--- src/rtl/alu_pkg.sv ---
// alu_pkg
//   Shared operation encodings for the bit-slice ALU.
//   No ports; imported by the slice and the registered top.
package alu_pkg;
   localparam logic [2:0] OP_PASSB = 3'b000;
   localparam logic [2:0] OP_ADD   = 3'b010;
   localparam logic [2:0] OP_SUB   = 3'b011;
   localparam logic [2:0] OP_AND   = 3'b100;
   localparam logic [2:0] OP_OR    = 3'b101;
   localparam logic [2:0] OP_XOR   = 3'b110;

   // 001 and 111 leave every registered output untouched.
   function automatic logic is_reserved(input logic [2:0] op);
      return (op == 3'b001) || (op == 3'b111);
   endfunction
endpackage

--- src/rtl/adder.sv ---
// adder
//   One-bit full adder leaf cell.
//   Ports: A, B, cin -> sum, cout (majority carry).
module adder (
   input  logic A,
   input  logic B,
   input  logic cin,
   output logic sum,
   output logic cout
);
   assign sum  = A ^ B ^ cin;
   assign cout = (A & B) | (A & cin) | (B & cin);
endmodule

--- src/rtl/alu_bit_slice.sv ---
// alu_bit_slice
//   One bit of the ALU: optional B inversion, full add, logic ops and the
//   final operation select.
//   Ports: cntrl[2:0] op select, A/B operand bits, cin carry in,
//          hold current registered result bit (chosen for reserved ops),
//          cout carry out, result next result bit.
import alu_pkg::*;

module alu_bit_slice (
   input  logic [2:0] cntrl,
   input  logic       A,
   input  logic       B,
   input  logic       cin,
   input  logic       hold,
   output logic       cout,
   output logic       result
);
   logic b_mod;
   logic sum;
   logic and_bit;
   logic or_bit;
   logic xor_bit;

   // cntrl[0] inverts B so that 011 computes A + ~B + 1 with the LSB carry.
   mux2_1 u_binv (
      .sel (cntrl[0]),
      .i0  (B),
      .i1  (~B),
      .out (b_mod)
   );

   adder u_add (
      .A    (A),
      .B    (b_mod),
      .cin  (cin),
      .sum  (sum),
      .cout (cout)
   );

   assign and_bit = A & B;
   assign or_bit  = A | B;
   assign xor_bit = A ^ B;

   mux8_1 u_sel (
      .sel ({cntrl[2], cntrl[1], cntrl[0]}),
      .i   ({hold, xor_bit, or_bit, and_bit, sum, sum, hold, B}),
      .out (result)
   );
endmodule

--- src/rtl/mux2_1.sv ---
// mux2_1
//   Two-input multiplexer leaf cell.
//   Ports: sel, i0, i1 -> out (i1 when sel is high).
module mux2_1 (
   input  logic sel,
   input  logic i0,
   input  logic i1,
   output logic out
);
   assign out = sel ? i1 : i0;
endmodule

--- src/rtl/mux8_1.sv ---
// mux8_1
//   Eight-input multiplexer leaf cell.
//   Ports: sel[2:0] = {sel2,sel1,sel0}, i[7:0] -> out = i[sel].
module mux8_1 (
   input  logic [2:0] sel,
   input  logic [7:0] i,
   output logic       out
);
   assign out = i[sel];
endmodule

--- src/rtl/alu_bit_slice_reg.sv ---
// alu_bit_slice_reg
//   WIDTH-bit ripple ALU built from alu_bit_slice, with registered result
//   and flags (one-cycle latency).
//   Ports: clk, reset (async, active-high), cntrl[2:0], A, B,
//          result, cout, overflow, zero, negative.
import alu_pkg::*;

module alu_bit_slice_reg #(
   parameter int WIDTH = 64
) (
   input  logic             clk,
   input  logic             reset,
   input  logic [2:0]       cntrl,
   input  logic [WIDTH-1:0] A,
   input  logic [WIDTH-1:0] B,
   output logic [WIDTH-1:0] result,
   output logic             cout,
   output logic             overflow,
   output logic             zero,
   output logic             negative
);
   logic [WIDTH:0]   carry;
   logic [WIDTH-1:0] result_d;
   logic             arith;
   logic             reserved;

   assign carry[0] = cntrl[0];
   assign arith    = (cntrl == OP_ADD) || (cntrl == OP_SUB);
   assign reserved = is_reserved(cntrl);

   genvar i;
   generate
      for (i = 0; i < WIDTH; i++) begin : g_slice
         alu_bit_slice u_slice (
            .cntrl  (cntrl),
            .A      (A[i]),
            .B      (B[i]),
            .cin    (carry[i]),
            .hold   (result[i]),
            .cout   (carry[i+1]),
            .result (result_d[i])
         );
      end
   endgenerate

   // Result always reloads (the slices feed back the held bit for reserved
   // ops); flags are frozen explicitly so zero stays 0 right after reset.
   always_ff @(posedge clk or posedge reset) begin
      if (reset) begin
         result   <= '0;
         cout     <= 1'b0;
         overflow <= 1'b0;
         zero     <= 1'b0;
         negative <= 1'b0;
      end else begin
         result <= result_d;
         if (!reserved) begin
            cout     <= arith & carry[WIDTH];
            overflow <= arith & (carry[WIDTH] ^ carry[WIDTH-1]);
            zero     <= (result_d == '0);
            negative <= result_d[WIDTH-1];
         end
      end
   end
endmodule

--- config.mk ---
export PLATFORM = sky130hd
export DESIGN_NAME = alu_bit_slice_reg
export DESIGN_NICKNAME = d
export VERILOG_FILES = /design/src/rtl/alu_pkg.sv /design/src/rtl/adder.sv /design/src/rtl/alu_bit_slice.sv /design/src/rtl/mux2_1.sv /design/src/rtl/mux8_1.sv /design/src/rtl/alu_bit_slice_reg.sv
export SDC_FILE = /design/constraint.sdc
export NUM_CORES = 1
export LEC_CHECK = 0
export CORE_ASPECT_RATIO = 0.6
export CORE_UTILIZATION = 59
export CTS_CLUSTER_DIAMETER = 120
export CTS_CLUSTER_SIZE = 28
export DETAILED_ROUTE_END_ITERATION = 10
export PLACE_DENSITY = 0.95
export REMOVE_ABC_BUFFERS = 1
export SKIP_LAST_GASP = 1
export SYNTH_ARGS = -nofsm -noshare
export SYNTH_HDL_FRONTEND = slang
export SYNTH_SLANG_ARGS = --single-unit
--- constraint.sdc ---
create_clock -name clk -period 3.6 [get_ports clk]
set_input_delay 0.72 -clock clk [delete_from_list [all_inputs] [get_ports clk]]
set_output_delay 0.72 -clock clk [all_outputs]
set_load 0.02 [all_outputs]
==> flow_summary.ini, run 1 <==
[status]
status = finished, violations left
violations = setup timing

[yosys]
synth_largest_area_cell = dfrtp_1
yosys-top-cells-area = dfrtp_1 (16%), ha_1 (15%), mux2i_1 (14%)
synth-edff-count = 0
synth.avg_cell_area_um2 = 10.1
async_flop_share = 1.00
yosysUniqueCellTypes = 44
synth_common_cells = inv_1 (170), mux2i_1 (142), ha_1 (128)
yosysMostFrequentCell = inv_1
ys.flop_type = dfrtp_1
synth_cells = 1026
yosysSeqAreaShare = 0.164
synth_top_area_share = 0.164
yosys_warnings = 0
syn_area_um2 = 10400
synth_seq_cells = 68

[die]
die_w_um = 173
io_pins = 201
die-area_um2 = 18100
start_util = 0.605
core_region_area_um2 = 17200
die_h_um = 105
rows = 37

[placement]
placed_area_um2 = 13200
dpl.hpwl_mm = 24.4
gp_congestion = 0.916
io_buffer_count = 200

[timing]
hold_viol = 0
period_minus_slack_ps = 26420
tightest_slew_ps = 765
setup_viol = 61
rsz0062_at_grt = true
max_freq_mhz = 37.9
max_slew_margin = 0.489
clock_skew_ps = 8.51
period_share = 7.34
setup_slack_ps = -22820
report.final.slew_viol_count = 0
fin_tns_setup_ps = -713520

[setup_path]
worst_ep_required_time_ps = 3880
cp_slowest_stage_delay_ps = 560
worstPathArrival_ps = 26700
cp_max_fo = 2
critPathKind = input pin to flop
r2r_slack_ps = 1060
cp-end-kind = flop
r2r_start = result[6]$_DFF_PP0_
r2r_cells = 8
crit_slowest_cell = fa_1
r2r-end = zero$_DFFE_PP0N_
critPathLaunchType = input pin
crit_top_cell = fa_2

[worst_hold_path]
min-delay-start = cout$_DFFE_PP0N_
hold_class = flop to flop
min_to = cout$_DFFE_PP0N_
hold_depth = 2

[grt]
grt_pass1_vias = 9743
track_usage = 0.391
antenna_found_initial = 2
grt_max_degree = 51
grt.overflow.total = 0
grt_pass1_wl_mm = 54.3

[route]
vias = 9080
drt-total-wl_mm = 34.6
firstDrtPassIters = 5
drt-initial-drc-count = 955
route.detailed.drc = 0
ant_nets = 0
wl_per_cell_um = 22.5
vias_per_cell = 5.90

[cells_and_area]
drive_gt1_frac = 0.274
fin_area_um2 = 13900
nFillCells = 934
area_growth_pct = 34.1
nets = 1620

[pwr]
p_total_uw = 4680
ir_drop_v = 0.000240
p_leak_uw = 0.00676
power.density_nw_per_um2 = 336

[clock_tree]
clk_latency_ps = 340
clk_transition_reported_paths_ps = 60
clk_path_buf_depth = 2
cts-htree-levels = 3
numCtsBuffers = 9
holdBufCountCts = 0
clockRootBuffer = clkbuf_16
numClockSinks = 68
cts_tree = done

[flow_run]
maxCapViolCount = 0
-- critical path: cells and delay by family --
family | cells | cell delay [ps]
buffers and inverters | 2 | 160
adder cells (fa/ha/maj) | 63 | 24330
AND/OR/NAND/NOR | 3 | 920
AO/OA/AOI/OAI | 2 | 320
multiplexers | 1 | 70
XOR/XNOR | 1 | 170
-- stage by stage --
stage	cells	utilization	setup WS (ps)	hold WS, ps
final	1538	0.811	-22820	575
after global routing	1535	0.810	-23410	588
after CTS	1538	0.808	-22800	565
after detailed placement	1517	0.768	-26760	536
after global placement	1517	0.768	-26130	531
after floorplan	907	-	-24700	582
-- cells in the final DEF, fill, tap and decap left out, drive strengths merged, types with 4 or more instances in the layout --
cell type      count
nor2              38
a21oi             14
buf              184
clkdlybuf4s50    191
nand2b            27
fa                63
o21ai             14
a311o              4
a211oi            13
nor4              11
mux2i            142
o221ai            10
mux2              34
ha               128
nand3              4
clkbuf            10
inv              169
nand2             35
dfrtp             68
xnor2             61
mux4              34
a211o             14
xor2               4
-- power breakdown --
part | switching [uW] | total, uW | internal [uW]
registers | 167 | 1090 | 919
clock network | 390 | 1090 | 697
logic | 1250 | 2500 | 1250
-- what timing repair did --
action,CTS,global route
cloned,0,0
buffers inserted,8,3
pin swaps,41,11
endpoints found under the setup margin,62,61
gates resized for setup,111,20
-- registers in the layout, summed over array words and instances, names as in the netlist --
signal    flops
result       64
cout          1
negative      1
overflow      1
zero          1
-- cell families after synthesis --
family / share of synthesized area
buf+inv: 0.142
mux: 0.249
fa+ha+maj: 0.276
simple gates: 0.0624
compound gates: 0.0517
flops: 0.164
xor+xnor: 0.0548
-- cell type report --
class | instances | area [um^2] | share of cell area
multi-input combinational | 669 | 7560 | 0.543
timing repair buffer | 378 | 3370 | 0.242
sequential | 68 | 1700 | 0.122
inverter | 170 | 639 | 0.0459
tap | 234 | 293 | 0.0210
clock buffer | 10 | 239 | 0.0172
clock inverter | 6 | 111 | 0.00800
antenna | 3 | 7.51 | 0.000539
-- per-layer routing --
layer	up-vias	GRT usage	routed length, um	part of all wire
li1	3888	-	-	-
met1	4434	0.501	13500	0.39
met2	620	0.637	16000	0.46
met3	138	0.0866	3650	0.11
met4	0	0.177	1510	0.044
met5	-	0	0	0
-- how the worst max path moves through the flow --
stage	slack (ps)	from	depth (start not counted)	to
floorplan	-24700	B[0]	71	zero$_DFFE_PP0N_
global placement	-26130	B[1]	72	zero$_DFFE_PP0N_
detailed placement	-26760	B[1]	72	zero$_DFFE_PP0N_
CTS	-22800	B[1]	72	zero$_DFFE_PP0N_
global route	-23410	B[1]	72	zero$_DFFE_PP0N_
finish	-22820	B[1]	72	zero$_DFFE_PP0N_
(Power assumes the default switching activity.)
==> inputs of run 2 (changes only) <==
--- a/config.mk
+++ b/config.mk
@@ -5,11 +5,12 @@
 export SDC_FILE = /design/constraint.sdc
 export NUM_CORES = 1
 export LEC_CHECK = 0
-export CORE_ASPECT_RATIO = 0.6
+export CORE_MARGIN = 2
 export CORE_UTILIZATION = 59
 export CTS_CLUSTER_DIAMETER = 120
 export CTS_CLUSTER_SIZE = 28
 export DETAILED_ROUTE_END_ITERATION = 10
+export GPL_TIMING_DRIVEN = 0
 export PLACE_DENSITY = 0.95
 export REMOVE_ABC_BUFFERS = 1
 export SKIP_LAST_GASP = 1
==> run 2 against run 1 <==
Effect of this change: the run ends with antenna rules, setup timing left; critical path type unchanged; sequential share of layout area grew 1.0 points; die area is 2.9% higher; non-clock buffer count fell by 158; combinational power fell by 10%; final cell count shrank 11%; utilization decreased by 6.4 points; sequential power hardly changed; largest power group unchanged; hold slack got worse by 89 ps.
==> flow_summary.ini, run 2 (synthesis gave the netlist of run 1 again) <==
[status]
status = finished, violations left
violations = antenna rules, setup timing

[die]
core_region_area_um2 = 17200
die-area_um2 = 18700
rows = 48
die_h_um = 137
die_w_um = 137
io_pins = 201
start_util = 0.602

[worst_hold_path]
min_to = cout$_DFFE_PP0N_
min-delay-start = cout$_DFFE_PP0N_
hold_class = flop to flop
hold_depth = 2

[timing]
period_share = 7.37
hold_viol = 0
fin_tns_setup_ps = -717390
rsz0062_at_grt = true
report.final.slew_viol_count = 0
max_freq_mhz = 37.7
setup_viol = 61
setup_slack_ps = -22910
period_minus_slack_ps = 26510
max_slew_margin = 0.224
tightest_slew_ps = 1160
clock_skew_ps = 9.14

[setup_path]
critPathKind = input pin to flop
cp_slowest_stage_delay_ps = 580
r2r_start = result[56]$_DFF_PP0_
r2r-end = zero$_DFFE_PP0N_
worst_ep_required_time_ps = 3880
r2r_slack_ps = 1080
crit_slowest_cell = or4_4
r2r_cells = 6
crit_top_cell = fa_2
critPathLaunchType = input pin
cp-end-kind = flop
cp_max_fo = 3
worstPathArrival_ps = 26790

[pwr]
power.density_nw_per_um2 = 322
seqPwrFrac = 0.256
p_total_uw = 4140
pwr-share-comb = 0.540
power_frac_clock = 0.204
power_switching_uw = 1580
p_int_uw = 2560
ir_drop_v = 0.000230
swShare = 0.381
p_leak_uw = 0.00611

[placement]
dpl.hpwl_mm = 18.7
io_buffer_count = 200
gp_congestion = 0.826

[cells_and_area]
final_common_cell = clkdlybuf4s50_1
drive_gt1_frac = 0.163
largest_reg_flops = 64
nFillCells = 1122
top_register = result
nets = 1462
layout_common_cells = clkdlybuf4s50_1 (192), inv_1 (167), mux2i_1 (139), ha_1 (128), dfrtp_1 (68)
area_growth_pct = 23.9

[grt]
track_usage = 0.304
grt_pass1_wl_mm = 44.0
grt_pass1_vias = 8626
antenna_found_initial = 0
grt.overflow.total = 0
grt_max_degree = 93

[clock_tree]
cts_tree = done
cts-htree-levels = 3
clk_transition_reported_paths_ps = 60
numCtsBuffers = 9
clockRootBuffer = clkbuf_16
clk_latency_ps = 340
numClockSinks = 68
clk_path_buf_depth = 2

[flow_run]
maxCapViolCount = 0

[route]
drt-total-wl_mm = 27.6
ant_nets = 1
firstDrtPassIters = 4
wl_per_cell_um = 20.1
route.detailed.drc = 0
drt-initial-drc-count = 402
vias = 7890
vias_per_cell = 5.75
==> run 2: changes by cell type in the layout (fill, tap and decap cells not counted), moves of 3 or more <==
| cell | previous run | this run |
|---|---|---|
| buf_6 | 4 | 1 |
| o221ai_2 | 10 | 4 |
| buf_16 | 0 | 5 |
| buf_4 | 174 | 6 |
| bufinv_16 | 3 | 0 |
| o221ai_1 | 0 | 6 |
| mux2_4 | 23 | 20 |
| bufbuf_16 | 0 | 8 |
| mux2_2 | 11 | 14 |
==> run 2: cell type report <==
class / instances / area [um^2] / area share
Antenna cell: 5 / 12.5 / 0.000973
Clock buffer: 13 / 260 / 0.0202
Clock inverter: 2 / 10.0 / 0.000778
Inverter: 170 / 641 / 0.0498
Multi-Input combinational cell: 669 / 7500 / 0.583
Sequential cell: 68 / 1700 / 0.132
Tap cell: 225 / 282 / 0.0219
Timing Repair Buffer: 220 / 2460 / 0.191
==> run 2: worst max-delay path by stage <==
stage                         from               end  slack (ps)  depth (start not counted)
after CTS                 cntrl[0]  zero$_DFFE_PP0N_      -23200                         74
after detailed placement  cntrl[0]  zero$_DFFE_PP0N_      -28260                         74
after floorplan               B[0]  zero$_DFFE_PP0N_      -24700                         71
final                     cntrl[0]  zero$_DFFE_PP0N_      -22910                         74
after global placement    cntrl[0]  zero$_DFFE_PP0N_      -36060                         72
after global routing      cntrl[0]  zero$_DFFE_PP0N_      -23590                         74
==> run 2: critical path, delay by kind of cell <==
kind	cells	cell delay (ps)
simple gates	3	1080
xor+xnor	1	130
mux	1	70
compound gates	2	320
fa+ha+maj	63	24040
buf+inv	4	400
==> run 2: routing by layer <==
layer  vias up  GRT usage  share of wire
met2       269      0.538           0.51
met3        51     0.0570          0.058
li1       3591          -              -
met1      3979      0.366           0.40
met4         0      0.119          0.027
met5         -          0              0
==> run 2: stage by stage <==
| step | hold WS [ps] | std cells | setup slack [ps] | util | instance area, um^2 |
|---|---|---|---|---|---|
| 3_5_place_dp | 480 | 1337 | -28260 | 0.694 | 12000 |
| 4_1_cts | 493 | 1366 | -23200 | 0.741 | 12800 |
| 5_1_grt | 525 | 1367 | -23590 | 0.746 | 12900 |
| 3_3_place_gp | 467 | 1332 | -36060 | 0.686 | 11800 |
| 6_report | 487 | 1372 | -22910 | 0.746 | 12900 |
| 2_1_floorplan | 582 | 907 | -24700 | - | 9540 |
==> run 2: timing repair <==
action	4_1_cts	5_1_grt
pin swaps	32	18
setup endpoints to repair	65	62
setup buffers	6	2
hold buffers	0	0
gates resized for setup	85	21
cloned	8	0
==> run 2: power groups by stage <==
stage / Clock (uW) / Combinational (uW) / Sequential, uW
after floorplan: 0 / 953 / 1220
after detailed placement: 0 / 2040 / 1060
after CTS: 849 / 2180 / 1050
final: 844 / 2240 / 1060
after global placement: 0 / 2080 / 1050
after global routing: 891 / 2420 / 1070
==> inputs of run 3 (changes only) <==
--- a/config.mk
+++ b/config.mk
@@ -5,6 +5,7 @@
 export SDC_FILE = /design/constraint.sdc
 export NUM_CORES = 1
 export LEC_CHECK = 0
+export CAP_MARGIN = 10
 export CORE_MARGIN = 2
 export CORE_UTILIZATION = 59
 export CTS_CLUSTER_DIAMETER = 120
==> results of run 3 <==
Final layout, timing and power as in run 2 (identical DEF).
